--- config.mk ---
export PLATFORM = sky130hd
export DESIGN_NAME = switch_matrix_loader
export DESIGN_NICKNAME = d
export VERILOG_FILES = /design/src/rtl/sa_ui_pkg.sv /design/src/rtl/switch_matrix_loader.sv
export SDC_FILE = /design/constraint.sdc
export NUM_CORES = 1
export LEC_CHECK = 0
export ABC_AREA = 1
export CAP_MARGIN = 20
export CELL_PAD_IN_SITES_DETAIL_PLACEMENT = 2
export CELL_PAD_IN_SITES_GLOBAL_PLACEMENT = 2
export CORE_MARGIN = 3
export CORE_UTILIZATION = 30
export CTS_CLUSTER_DIAMETER = 60
export CTS_CLUSTER_SIZE = 20
export DETAILED_ROUTE_END_ITERATION = 10
export HOLD_SLACK_MARGIN = 0.15
export PLACE_DENSITY = 0.81
export SYNTH_ARGS = -nofsm -noshare
export SYNTH_HDL_FRONTEND = slang
export SYNTH_SLANG_ARGS = --single-unit
--- constraint.sdc ---
create_clock -name clk -period 2.3 [get_ports clk]
set_clock_uncertainty 0.15 [all_clocks]
set_input_delay 0.575 -clock clk [delete_from_list [all_inputs] [get_ports clk]]
set_output_delay 0.575 -clock clk [all_outputs]
set_load 0.03 [all_outputs]
--- src/rtl/sa_ui_pkg.sv ---
// Shared front-panel / systolic-array UI definitions: state encoding and
// default operand geometry reused by the loader, display driver and array top.
package sa_ui_pkg;

  // Sequencer states; the encoding is shown directly on the LEDs.
  typedef enum logic [1:0] {
    LOAD_A = 2'd0,
    LOAD_B = 2'd1,
    RUN    = 2'd2,
    SHOW   = 2'd3
  } ui_state_e;

  localparam int DEF_N  = 2;
  localparam int DEF_DW = 8;

endpackage

--- src/rtl/switch_matrix_loader.sv ---
// Front-panel sequencer: captures switch values into operand matrices A and B
// one element per button press, fires a single-cycle start into the systolic
// array, waits for its done strobe and holds the result display until the
// next press.
module switch_matrix_loader
  import sa_ui_pkg::*;
#(
  parameter int N  = DEF_N,
  parameter int DW = DEF_DW,
  localparam int IW = $clog2(N*N)
) (
  input  logic            clk,
  input  logic            rst_n,
  input  logic            btn_next,
  input  logic            btn_clr,
  input  logic [DW-1:0]   sw_data,
  input  logic            array_done,
  output logic [N*N*DW-1:0] mat_a,
  output logic [N*N*DW-1:0] mat_b,
  output logic            array_start,
  output logic [IW-1:0]   idx,
  output logic [1:0]      state_code
);

  localparam int         NEL  = N*N;
  localparam logic [IW-1:0] LAST = IW'(NEL-1);

  ui_state_e         state_q;
  logic [IW-1:0]     idx_q;
  logic              start_q;
  logic [DW-1:0]     a_q [NEL];
  logic [DW-1:0]     b_q [NEL];

  // Final element of the current operand: wrap explicitly rather than
  // relying on counter overflow, since N*N need not be a power of two.
  logic last_el;
  assign last_el = (idx_q == LAST);

  // Sequencer, element index, operand storage and start strobe.
  always_ff @(posedge clk or negedge rst_n) begin
    if (!rst_n) begin
      state_q <= LOAD_A;
      idx_q   <= '0;
      start_q <= 1'b0;
      for (int k = 0; k < NEL; k++) begin
        a_q[k] <= '0;
        b_q[k] <= '0;
      end
    end else begin
      // start is a pulse; only the final-B-capture branch re-raises it
      start_q <= 1'b0;
      if (btn_clr) begin
        // clear overrides any simultaneous press, so no capture happens
        state_q <= LOAD_A;
        idx_q   <= '0;
        for (int k = 0; k < NEL; k++) begin
          a_q[k] <= '0;
          b_q[k] <= '0;
        end
      end else begin
        case (state_q)
          LOAD_A: begin
            if (btn_next) begin
              a_q[idx_q] <= sw_data;
              if (last_el) begin
                idx_q   <= '0;
                state_q <= LOAD_B;
              end else begin
                idx_q <= idx_q + IW'(1);
              end
            end
          end
          LOAD_B: begin
            if (btn_next) begin
              b_q[idx_q] <= sw_data;
              if (last_el) begin
                idx_q   <= '0;
                state_q <= RUN;
                start_q <= 1'b1;
              end else begin
                idx_q <= idx_q + IW'(1);
              end
            end
          end
          RUN: begin
            // presses are ignored while the array computes; a done that
            // coincides with the start cycle is still accepted here
            if (array_done) state_q <= SHOW;
          end
          SHOW: begin
            // operands are kept and get overwritten element by element
            if (btn_next) begin
              state_q <= LOAD_A;
              idx_q   <= '0;
            end
          end
          default: state_q <= LOAD_A;
        endcase
      end
    end
  end

  // Flatten storage onto the output buses: element k = row*N+col.
  genvar gk;
  generate
    for (gk = 0; gk < NEL; gk++) begin : g_flat
      assign mat_a[gk*DW +: DW] = a_q[gk];
      assign mat_b[gk*DW +: DW] = b_q[gk];
    end
  endgenerate

  assign array_start = start_q;
  assign idx         = idx_q;
  assign state_code  = state_q;

endmodule

After elaboration in Yosys (flattened, before gate mapping)
Cells that the tools add are included.
{"block": "word_totals", "input_bits": 13, "out_inout_bits": 69, "ff_bits": 69, "word_cells": 63}
{"block": "op_classes", "eq_ne": 11, "n_addsub": 1, "n_lt_le_gt_ge": 2, "reduce_logical": 11, "bitwise_logic": 1, "mux": 26}
{"cell": "two-way mux 32 bit", "n": 6}
{"cell": "bitwise mux 32 bit", "n": 2}
{"cell": "two-way mux 2 bit", "n": 10}
{"cell": "!= test 3 bit, second input constant", "n": 6}
{"cell": "demux 8 bit (select 2 bit)", "n": 1}
{"cell": "two-way mux 8 bit", "n": 1}
{"cell": "case mux 2 bit (4 select lines)", "n": 1}
{"cell": "== test 2 bit, second input constant", "n": 3}
{"cell": "AND reduction 6 bit", "n": 1}
{"cell": "nonzero test 2 bit", "n": 3}
{"cell": "two-way mux 1 bit", "n": 4}
{"cell": "case mux 2 bit (2 select lines)", "n": 1}
{"cell": "AND reduction 2 bit", "n": 2}
{"cell": ">= comparator 3 bit, second input constant", "n": 1}
{"cell": "less-than comparator 3 x 1 -> 1 bit, second input constant", "n": 1}
{"cell": "!= test 3 x 1 -> 1 bit, second input constant", "n": 1}
{"cell": "NOT 2 -> 3 bit", "n": 1}
{"cell": "AND reduction 3 bit", "n": 1}
{"cell": "nonzero test 3 bit", "n": 1}
{"cell": "adder 2 x 1 -> 2 bit, second input constant", "n": 1}
{"cell": "== test 2 x 1 -> 1 bit, second input constant", "n": 1}
{"cell": "zero test 2 bit", "n": 1}
{"cell": "OR reduction 2 bit", "n": 1}
{"cell": "logical AND 1 bit", "n": 1}

Longest topological paths before layout
Gate-level depths: netlist (run 1).
{"block": "depth", "depth_word": 9, "mapped_depth": 8, "depth_no_buf": 8}

Least setup slack after synthesis (run 1)
No wires, ideal clock.
{"block": "synth_timing", "kind": "register to register", "start": "reg state_q[0], in the netlist state_code[0]", "end": "reg a_q (netlist bit mat_a[10])", "synth_period_minus_slack_ns": 1.760, "path_slack_ns": 0.540, "t_required_ns": 2.015, "path_buffers": 2, "arrival_time_ns": 1.476, "path_stages_with_launch": 9, "path_cell_list": "dfrtp_1 > inv_1 > ha_1 > nand2_4 > inv_2 > buf_6 > buf_6 > nand2_1 > o21ai_0"}
{"block": "synth_between", "elab_chain_len": 3}
{"element": "from (decl)", "line_no": "switch_matrix_loader.sv:28", "source": "ui_state_e state_q;"}
{"element": "from (signal assigned)", "line_no": "switch_matrix_loader.sv:42", "source": "state_q <= LOAD_A;"}
{"element": "from (signal assigned)", "line_no": "switch_matrix_loader.sv:54", "source": "state_q <= LOAD_A;"}
{"element": "from (signal assigned)", "line_no": "switch_matrix_loader.sv:67", "source": "state_q <= LOAD_B;"}
{"element": "zero test 2 bit", "line_no": "switch_matrix_loader.sv:61", "source": "case (state_q)"}
{"element": "nonzero test 2 bit (no source line)"}
{"element": "AND reduction 2 bit (no source line)"}
{"element": "to (signal, indexed assignment)", "line_no": "switch_matrix_loader.sv:64", "source": "a_q[idx_q] <= sw_data;"}
{"element": "to (decl)", "line_no": "switch_matrix_loader.sv:31", "source": "logic [DW-1:0] a_q [NEL];"}
Every way passes these cells.
A chain may end at the register's enable or synchronous reset.

Worst setup path in the final report (run 1)
{"block": "layout_timing", "start": "reg state_q[1], in the netlist state_code[1]", "end": "out state_code[1]"}
{"element": "to (decl)", "line_no": "switch_matrix_loader.sv:22", "source": "output logic [1:0] state_code"}
No word-level cell between the ends.

==> results of run 1 <==
-- cells by family after synthesis --
logic type                 share of synthesized area, %
buffers and inverters                              11.0
adders and majority gates                          4.01
AOI/OAI and AO/OA                                  11.5
DFF                                                55.4
and+or+nand+nor                                    18.1
-- path summary, 6_finish.rpt --
| check | cells after the start | slack [ns] | to |
|---|---|---|---|
| worst max register to register | 7 | 0.41 | mat_a[29] |
| max in group asynchronous | 3 | 0.84 | mat_b[6] |
| worst min-delay path | 2 | 0.34 | mat_b[25] |
| min in group asynchronous | 2 | 0.60 | mat_a[22] |
| worst min register to register | 2 | 0.34 | mat_b[25] |
| worst max-delay path | 1 | 0.07 | state_code[1] |
-- report_power, final --
part           internal (mW)  leakage, nW  total [mW]  switching, mW
Sequential              1.34        0.954        1.45          0.111
Clock                  0.728        0.126        1.21          0.477
Combinational          0.429        0.888        1.27          0.845
-- synthesized netlist by cell type --
library cell and count:
nand4_1 2, ha_1 10, inv_2 3, nor2_1 37, buf_2 1, inv_1 67, nand2_1 97, nor3_1 1
buf_4 1, o21ai_1 18, nand2_4 2, o21ai_2 5, o21ai_0 45, nand3_1 2, buf_6 6, nand2_2 2
dfrtp_1 69
-- routing by layer --
| metal | vias to the layer above | routed length [um] |
|---|---|---|
| li1 | 1308 | - |
| met1 | 1430 | 4460 |
| met2 | 60 | 5460 |
| met3 | 11 | 449 |
| met4 | 0 | 111 |
| met5 | - | 0 |
-- through the flow --
step / utilization (%) / hold slack, ns
CTS: 43.9 / 0.342
detailed placement: 41.4 / 0.322
global placement: 41.4 / 0.319
global route: 43.9 / 0.373
floorplan: - / 0.129
finish: 43.9 / 0.336
-- final cells by class --
| type | count | area share [%] |
|---|---|---|
| flip-flops and latches | 69 | 39.5 |
| multi-input cells | 221 | 24.0 |
| repair buffers | 93 | 21.1 |
| inverters | 70 | 6.01 |
| clock buffers | 13 | 4.09 |
| well taps | 133 | 3.81 |
| clock inverters | 3 | 1.49 |
-- worst min-delay path: stages (launching register included) --
cell and delay, ns:
dfrtp_1 0.36, nand2_1 0.06, nand2_1 0.05
-- cell usage in the layout (no fill, tap or decap), types with 5 or more instances in the layout --
master,instances
nand2_1,97
clkdlybuf4s50_1,79
dfrtp_1,69
inv_1,67
o21ai_0,45
nor2_1,37
o21ai_1,18
clkbuf_8,13
ha_1,10
buf_4,9
o21ai_2,5
-- registers in the layout, summed over array words and instances (netlist names) --
| name | cells |
|---|---|
| mat_a | 32 |
| state_code | 2 |
| mat_b | 32 |
| idx | 2 |
| array_start | 1 |
-- repair_timing --
action                     4_1_cts  5_1_grt
setup endpoints to repair        1        0
hold buffers                     1        0
hold endpoints to repair        21        0
resized for setup                1        0
==> flow_metrics.tcl, run 1 <==
set metrics [dict create \
    drc 0 \
    cp-end-kind "primary output" \
    min_from "mat_b[25]" \
    yosysSeqAreaShare_pct 55.4 \
    outcome "completed" \
    ff_latch_area_um2 1730 \
    place_hpwl_mm 7.95 \
    synth_area_um2 3120 \
    die-area_um2 11700 \
    avgSynthCellArea_um2 8.48 \
    dieWidth_um 108 \
    num-fill-cells 1117 \
    cts_tree "yes" \
    setup_ws_ns 0.0686 \
    antenna_found_initial 0 \
    die_h_um 108 \
    cp-startpoint "state_code[1]" \
    placed_cell_area_um2 4120 \
    path_clk_slew_ns 0.08 \
    first_global_vias 3208 \
    max_stage_delay_ns 0.71 \
    ant_nets 0 \
    dp.cells 585 \
    cts_setup_buffers 0 \
    vdd_drop_max_mv 0.289 \
    fin_nets 487 \
    syn_inst 368 \
    hold_violations 0 \
    fin_crit_sh_pct 97.0 \
    hold_path_class "reg2reg" \
    htree_levels 3 \
    ys_ff_latch 69 \
    critPathMaxFanout 5 \
    antenna_cells 0 \
    multi_input_area_um2 1050 \
    setup_viol 0 \
    grt_util_met2_pct 35.1 \
    ys_types 17 \
    synth_area_leaders "dfrtp_1 (55%), nand2_1 (12%), inv_1 (8.1%)" \
    io_pins 82 \
    maxSlewHeadroom_pct 60.9 \
    synth_warnings 0 \
    portBuffers 81 \
    initial_utilization_pct 31.3 \
    grt_max_degree 26 \
    grt_pass1_wl_mm 17.2 \
    synth_top_area_cell "dfrtp_1" \
    drt_iter0_markers 75 \
    clock-root-buffer "clkbuf_8" \
    p_per_area_nw_per_um2 899 \
    timing.rr.start "state_code[0]" \
    drive_above_1_share_pct 8.53 \
    routedWlPerCell_um 17.4 \
    post-place-ws_ns 0.0842 \
    p_leak_nw 1.97 \
    fmax_mhz 448 \
    syn-num-nets 391 \
    cp-start-kind "flop" \
    drt_pass1_iterations 4 \
    clockBufferDepth 2 \
    coreArea_um2 9950 \
    crit_chain "clkdlybuf4s50_1" \
    rows 36 \
    finalNonFillerCells 602 \
    wl_mm 10.5 \
    crit_required_ns 1.57 \
    cts_made_buffers 9 \
    finalSetupTns_ns 0 \
    grt.total_usage_pct 19.4 \
    grt_use_met3_pct 5.01 \
    clkLatencyLatePin_ns 0.35 \
    drv_slew 0 \
    arrival_ns 1.51 \
    viasPerCell 4.67 \
    syn_to_final_growth_pct 40.2 \
    busiest_layer "met2" \
    vias 2809 \
    critical_path_class "reg2out" \
    total_power_mw 3.93 \
    worst_pin_slew_ns 0.587 \
    worst-path-buf-inv 1 \
    grt_util_met1_pct 22.9 \
    worst_path_max_delay_cell "clkdlybuf4s50_1" \
    path_delay_family "buffers and inverters" \
    fin_area_um2 4370 \
    layout_min_cycle_time_ns 2.23 \
    gp_congestion 0.774 \
    cts_sinks 69 \
    rsz0062_at_grt "false" \
    overflow 0 \
    drv_cap 0 \
    synth_top_area_share_pct 55.4 \
]
Note: power is estimated with default switching activity, not from simulation.
==> run 2, diff against run 1 <==
- PLACE_DENSITY: 0.81 -> default
- PLACE_DENSITY_LB_ADDON: default -> 0.1
==> run 2 against run 1 <==
Effect of this change:
- first-iteration DRC count fell by 25%
- utilization rose by 0.050 points
- total power rose by 1.4%
- sequential share of layout area barely moved
- wire length fell by 2.3%
- sequential power barely moved
- non-clock buffer count did not move
- via count fell by 1.5%
- maximum frequency rose by 1.4%
- combinational power barely moved
- hold slack got worse by 0.0062 ns
- largest power group unchanged
- highest routed layer unchanged
==> flow_metrics.tcl, run 2 (synthesized netlist as in run 1, its figures left out) <==
set metrics [dict create \
    outcome "completed" \
    clock_power_share_pct 31.8 \
    setup_viol 0 \
    path_clk_slew_ns 0.08 \
    overflow 0 \
    finalSetupTns_ns 0 \
    place_hpwl_mm 7.54 \
    vdd_drop_max_mv 0.367 \
    die-area_um2 11700 \
    wl_mm 10.2 \
    combPwrFrac_pct 31.9 \
    ant_nets 0 \
    rows 36 \
    setup_ws_ns 0.100 \
    hold_violations 0 \
    htree_levels 3 \
    cts_made_buffers 9 \
    first_global_vias 3215 \
    worst_path_max_delay_cell "clkdlybuf4s50_1" \
    antenna_found_initial 0 \
    grt_max_degree 70 \
    fin_nets 487 \
    dieWidth_um 108 \
    cp-start-kind "flop" \
    hold_path_depth 2 \
    critical_path_class "reg2out" \
    fmax_mhz 455 \
    seq_power_share_pct 36.3 \
    grt.total_usage_pct 19.1 \
    drv_slew 0 \
    clkLatencyLatePin_ns 0.33 \
    maxSlewHeadroom_pct 72.3 \
    gp_congestion 0.744 \
    crit_required_ns 1.57 \
    num-fill-cells 1125 \
    final_common_cell "nand2_1" \
    rsz0062_at_grt "false" \
    drt_pass1_iterations 4 \
    viasPerCell 4.60 \
    syn_to_final_growth_pct 40.3 \
    critPathMaxFanout 5 \
    cts_tree "yes" \
    hold_path_class "reg2reg" \
    drive_above_1_share_pct 8.53 \
    r2r_cells 7 \
    coreArea_um2 9950 \
    crit_chain "clkdlybuf4s50_1" \
    max_stage_delay_ns 0.70 \
    routedWlPerCell_um 17.0 \
    cts_sinks 69 \
    cts_setup_buffers 0 \
    worst-path-buf-inv 1 \
    layout_min_cycle_time_ns 2.20 \
    switchingPower_mw 1.43 \
    p_per_area_nw_per_um2 911 \
    post-place-ws_ns 0.141 \
    clockBufferDepth 2 \
    drt_iter0_markers 56 \
    die_h_um 108 \
    p_sw_share_pct 35.9 \
    fin_util_pct 44.0 \
    path_depth 1 \
    io_pins 82 \
    layout_common_cells "nand2_1 (97), clkdlybuf4s50_1 (79), dfrtp_1 (69), inv_1 (67), o21ai_0 (45)" \
    internal_power_mw 2.55 \
    clock-root-buffer "clkbuf_8" \
    p_leak_nw 1.97 \
    path_delay_family "buffers and inverters" \
    worst_pin_slew_ns 0.415 \
    grt_pass1_wl_mm 17.1 \
    initial_utilization_pct 31.3 \
    antenna_cells 0 \
    portBuffers 81 \
    cp-end-kind "primary output" \
    arrival_ns 1.48 \
    drv_cap 0 \
    drc 0 \
    total_power_mw 3.99 \
    vias 2768 \
    fin_crit_sh_pct 95.7 \
]
run 2: cell types whose count changed in the layout (fill, tap and decap cells not counted), sizes merged:
cell and change:
clkbuf -2, clkinvlp +1, dlymetal6s2s +1, bufinv +1, dlygate4sd2 -1
run 2: what timing repair did:
item	4_1_cts	5_1_grt
resized for setup	0	1
hold buffers	1	0
endpoints found under the setup margin	0	1
endpoints found under the hold margin	69	0
run 2: layer usage:
metal / GRT usage (%) / vias up / share of wire, % / wire [um]
met2: 34.1 / 53 / 53 / 5410
met1: 23.8 / 1400 / 43 / 4410
met3: 4.00 / 10 / 3.0 / 303
met5: 0 / - / 0 / 0
met4: 4.24 / 0 / 1.2 / 124
li1: - / 1305 / - / -
run 2: worst paths after layout:
check / from / endpoint / slack, ns
setup / recovery: state_code[1] / state_code[1] / 0.1
hold / removal: mat_b[25] / mat_b[25] / 0.33
setup reg to reg: state_code[0] / mat_a[28] / 0.43
hold reg to reg: mat_b[25] / mat_b[25] / 0.33
max in group asynchronous: rst_n / mat_a[5] / 1.02
min in group asynchronous: rst_n / mat_a[18] / 0.62
run 2: power by group through the flow:
| stage | Sequential (mW) | Combinational (mW) | Clock [mW] |
|---|---|---|---|
| 2_1_floorplan | 1.71 | 0.524 | 0 |
| 3_3_place_gp | 1.47 | 1.24 | 0 |
| 3_5_place_dp | 1.48 | 1.29 | 0 |
| 4_1_cts | 1.45 | 1.30 | 1.29 |
| 5_1_grt | 1.47 | 1.41 | 1.35 |
| 6_report | 1.45 | 1.27 | 1.27 |
run 2: area by class of cell:
| type | count | area [um2] | share of cell area [%] |
|---|---|---|---|
| inverters | 70 | 263 | 6.00 |
| well taps | 133 | 166 | 3.80 |
| clock buffers | 11 | 151 | 3.46 |
| flip-flops and latches | 69 | 1730 | 39.5 |
| clock inverters | 5 | 106 | 2.43 |
| repair buffers | 93 | 913 | 20.9 |
| multi-input cells | 221 | 1050 | 24.0 |
run 2: metrics by stage:
stage	std cells	hold WS, ns	cell area [um2]
2_1_floorplan	368	0.129	3120
3_3_place_gp	585	0.310	4110
3_5_place_dp	585	0.317	4110
4_1_cts	602	0.333	4370
5_1_grt	602	0.357	4380
6_report	602	0.330	4380
==> run 3, diff against run 2 <==
- CORE_ASPECT_RATIO: default -> 0.8
==> run 3 against run 2 <==
Effect of this change:
- flip-flop and latch count is the same
- largest power group unchanged
- critical path depth did not move
- global-route usage rose by 0.16 points
- die area barely moved
- largest cell class unchanged
- hold slack better by 0.00067 ns
- cell count rose by 0.33%
- worst setup slack worse by 0.0043 ns
- utilization is 0.34 points higher
==> flow_metrics.tcl, run 3 (synthesized netlist as in run 1, its figures left out) <==
set metrics [dict create \
    finalNonFillerCells 604 \
    p_leak_nw 1.97 \
    cp-end-kind "primary output" \
    grt_max_degree 61 \
    fin_nets 486 \
    fin_crit_sh_pct 95.8 \
    num-fill-cells 1121 \
    vdd_drop_max_mv 0.305 \
    coreArea_um2 9890 \
    antenna_cells 0 \
    worst_path_max_delay_cell "clkdlybuf4s50_1" \
    p_per_area_nw_per_um2 914 \
    wl_mm 10.5 \
    crit_required_ns 1.57 \
    viasPerCell 4.61 \
    io_pins 82 \
    fmax_mhz 454 \
    hold_path_class "reg2reg" \
    dieWidth_um 120 \
    drv_slew 0 \
    gp_congestion 0.765 \
    vias 2782 \
    ff_latch_area_um2 1730 \
    hold_path_depth 2 \
    antenna_found_initial 0 \
    cp-start-kind "flop" \
    rsz0062_at_grt "false" \
    path_delay_family "buffers and inverters" \
    arrival_ns 1.48 \
    die-area_um2 11700 \
    ant_nets 0 \
    cts_sinks 69 \
    drive_above_1_share_pct 7.91 \
    fin_area_um2 4380 \
    path_depth 1 \
    clockBufferDepth 2 \
    placed_cell_area_um2 4100 \
    setup_ws_ns 0.0957 \
    total_power_mw 4.00 \
    critical_path_class "reg2out" \
    layout_min_cycle_time_ns 2.20 \
    finalSetupTns_ns 0 \
    htree_levels 3 \
    worst-path-buf-inv 1 \
    rows 32 \
    drt_pass1_iterations 4 \
    setup_viol 0 \
    final_common_cell "nand2_1" \
    place_hpwl_mm 7.65 \
    maxSlewHeadroom_pct 68.3 \
    crit_chain "clkdlybuf4s50_1" \
    drt_iter0_markers 89 \
    die_h_um 97.2 \
    clkLatencyLatePin_ns 0.33 \
    initial_utilization_pct 31.5 \
    fin_util_pct 44.3 \
    syn_to_final_growth_pct 40.5 \
    max_stage_delay_ns 0.72 \
    holdWs_ns 0.330 \
    post-place-ws_ns 0.116 \
    multi_input_area_um2 1050 \
    grt.total_usage_pct 19.3 \
    critPathMaxFanout 5 \
    routedWlPerCell_um 17.4 \
    outcome "completed" \
    layout_common_cells "nand2_1 (97), clkdlybuf4s50_1 (79), dfrtp_1 (69), inv_1 (67), o21ai_0 (45)" \
    dp.cells 587 \
    clock-root-buffer "clkbuf_16" \
    path_clk_slew_ns 0.06 \
    hold_violations 0 \
    portBuffers 81 \
    r2r_cells 7 \
    cts_tree "yes" \
    cts_made_buffers 9 \
    first_global_vias 3161 \
    drv_cap 0 \
    worst_pin_slew_ns 0.471 \
    overflow 0 \
    grt_pass1_wl_mm 17.5 \
    drc 0 \
]
[run 3: cell types whose count changed in the layout (fill, tap and decap cells not counted)]
cell,previous run,this run
dlymetal6s2s_1,1,0
clkbuf_16,0,9
bufinv_16,3,0
clkbuf_1,0,2
clkinvlp_4,1,0
clkbuf_8,11,1
dlygate4sd2_1,0,1
buf_4,10,9
clkinv_2,0,3
[run 3: timing repair]
action,in CTS,in global routing
endpoints found under the hold margin,9,0
setup buffers,0,0
endpoints found under the setup margin,1,0
hold buffers,1,0
gates resized for setup,1,0
[run 3: area by class of cell]
class | count | share of cell area [%]
Sequential cell | 69 | 39.4
Multi-Input combinational cell | 221 | 24.0
Timing Repair Buffer | 92 | 20.6
Inverter | 70 | 6.00
Clock buffer | 12 | 5.63
Tap cell | 136 | 3.88
Clock inverter | 4 | 0.543
[run 3: worst paths after layout]
| check | from | to | slack, ns |
|---|---|---|---|
| worst max-delay path | state_code[1] | state_code[1] | 0.1 |
| worst min-delay path | mat_b[25] | mat_b[25] | 0.33 |
| worst max register to register | state_code[0] | mat_a[28] | 0.42 |
| worst min register to register | mat_b[25] | mat_b[25] | 0.33 |
| max in group asynchronous | rst_n | mat_b[31] | 0.83 |
| min in group asynchronous | rst_n | state_code[1] | 0.52 |
[run 3: where the power goes]
group          total (mW)  switching, mW  internal (mW)  leakage (nW)
clock                1.27          0.517          0.756         0.136
sequential           1.45          0.111           1.34         0.954
combinational        1.28          0.848          0.429         0.879
[run 3: metal layers]
layer	GRT usage, %	vias up	part of all wire (%)
li1	-	1308	-
met1	26.7	1409	48
met2	31.0	58	47
met3	4.48	7	3.5
met4	3.96	0	0.69
met5	0	-	0
==> variant: new RTL, flow settings as in run 1 <==
Set the package constant `DEF_N` to 4 (it was 2).
--- a/src/rtl/sa_ui_pkg.sv
+++ b/src/rtl/sa_ui_pkg.sv
@@ -10,7 +10,7 @@
     SHOW   = 2'd3
   } ui_state_e;
 
-  localparam int DEF_N  = 2;
+  localparam int DEF_N  = 4;
   localparam int DEF_DW = 8;
 
 endpackage
Interface: changed (resized idx, mat_a and mat_b); port bits go from 82 to 276. The function was not compared with the original's and may differ.
==> variant against run 1 <==
Global-route usage up 4.0 points; sequential cell count increased by 194; worst setup slack worse by 0.022 ns; cell area rose to 3.6 times the old value; count of clock-buffer cells in the layout is 15 higher; via count grew to 3.6 times the old value; combinational power rose to 2.6 times the old value; routed wire length rose to 4.4 times the old value; clock power rose to 4.0 times the old value; critical path type unchanged; area after synthesis grew to 3.6 times the old value; largest power group unchanged; final cell count grew to 3.5 times the old value; total power rose to 3.4 times the old value; register-to-register slack lost 0.30 ns; largest cell class unchanged.
==> variant: results (changes against run 1) <==
* Peak VDD IR at 0.586 mV (+100%)
* First-pass GRT wire length at 71100 um (+310%)
* Syn_nets at 1303 (+230%)
* Vias at 10200 (+260%)
* Avg Cell Area, Syn at 8.67 um2 (+2.3%)
* Max incr delay on CP at 0.51 ns (-0.20 ns)
* Root buffer cell: clkbuf_16
* Port Buffers at 275 (+240%)
* Via density at 4.88 (+4.5%)
* Vias in the first global route at 11500 (+260%)
* Fillers at 4007 (+260%)
* Router iterations before antenna repair at 4 (unchanged)
* Worst rel slew slack at 0.574 (-0.0346)
* Arrival @ worst endpoint at 1.53 ns (+0.02 ns)
* P_leak at 8.34 nW (+320%)
* Worst-path maximum fanout at 6 (+1)
* Status: completed
* Dpl cells at 2032 (+250%)
* CTS Buf Count at 27 (+18)
* NumNets Final at 1622 (+230%)
* Initial DRC Count at 517 (+590%)
* Commonest cells in the netlist: 432 x nand2_1, 263 x dfrtp_1, 182 x o21ai_0
* Clk Latency, worst-skew pair at 0.54 ns (+0.19 ns)
* Sw frac at 0.369 (+0.00424)
* CTS Buffer Depth at 3 (+1)
* Tot GR Track Use at 0.234 (+0.0399)
* Distinct cells, synth at 24 (+7)
* Synth top area cells: dfrtp_1 59%, nand2_1 15%, o21ai_0 8.2%
* Cell Area, Placed at 0.0149 mm2 (+260%)
* Post-detail-place hpwl at 32400 um (+310%)
* H-tree Lvls at 1 (-2)
* DR WL/cell at 22.2 um (+27%)
* Initial antenna violation count at 1 (+1)
* Layout cells sized above 1 at 0.102 (+0.0165)
* Register area share after synthesis at 0.592 (+0.0385)
* Clock-pin transition on the worst setup and hold timing paths at 0.07 ns
* Gpl congestion at 0.798 (+3.1%)
## variant: stage by stage
step	setup WS, ns	util
after floorplan	0.364	-
after global placement	-0.00890	0.414
after detailed placement	-0.106	0.414
after CTS	0.000372	0.433
after global routing	0.00519	0.434
final	0.0469	0.434
## variant: area by class of cell
| cell class | count | area [um2] | area share |
|---|---|---|---|
| Antenna cell | 2 | 5.00 | 0.000321 |
| Clock buffer | 28 | 689 | 0.0442 |
| Clock inverter | 21 | 294 | 0.0188 |
| Inverter | 169 | 637 | 0.0408 |
| Multi-Input combinational cell | 808 | 3660 | 0.234 |
| Sequential cell | 263 | 6580 | 0.422 |
| Tap cell | 461 | 577 | 0.0369 |
| Timing Repair Buffer | 332 | 3170 | 0.203 |
## variant: power by group through the flow
stage               Combinational, mW  Clock, mW  Sequential (mW)
CTS                              3.30       4.97             5.24
detailed placement               3.50          0             5.33
finish                           3.26       4.86             5.23
global route                     3.54       5.17             5.28
global placement                 3.41          0             5.32
floorplan                        1.18          0             5.90
## variant: cells by family after synthesis
| group | count (synthesis) | share of synthesized area |
|---|---|---|
| AOI/OAI and AO/OA | 224 | 0.108 |
| and+or+nand+nor | 576 | 0.209 |
| buffers and inverters | 211 | 0.0814 |
| adders and majority gates | 8 | 0.00901 |
| DFF | 263 | 0.592 |
## variant: worst paths after layout
path,startpoint,slack (ns),to,depth (start not counted)
setup / recovery,idx[1],0.05,idx[1],1
hold / removal,mat_a[31],0.33,mat_a[31],2
setup reg to reg,idx[1],0.11,mat_b[110],7
hold reg to reg,mat_a[31],0.33,mat_a[31],2
max in group asynchronous,rst_n,0.87,mat_a[32],3
min in group asynchronous,rst_n,0.41,mat_a[66],2
## variant: routing by layer
metal / up-vias / global-route usage / share of wire
met5: - / 0 / 0
met4: 0 / 0.0513 / 0.022
met3: 59 / 0.0318 / 0.040
met2: 248 / 0.415 / 0.51
met1: 5258 / 0.306 / 0.43
li1: 4599 / - / -
## variant: repair_timing
item                                   CTS  global route
resized for setup                      260             6
endpoints found under the hold margin   39             0
cloned                                   0             0
hold buffers                             1             0
pin swaps                                0             0
setup endpoints to repair              260            13
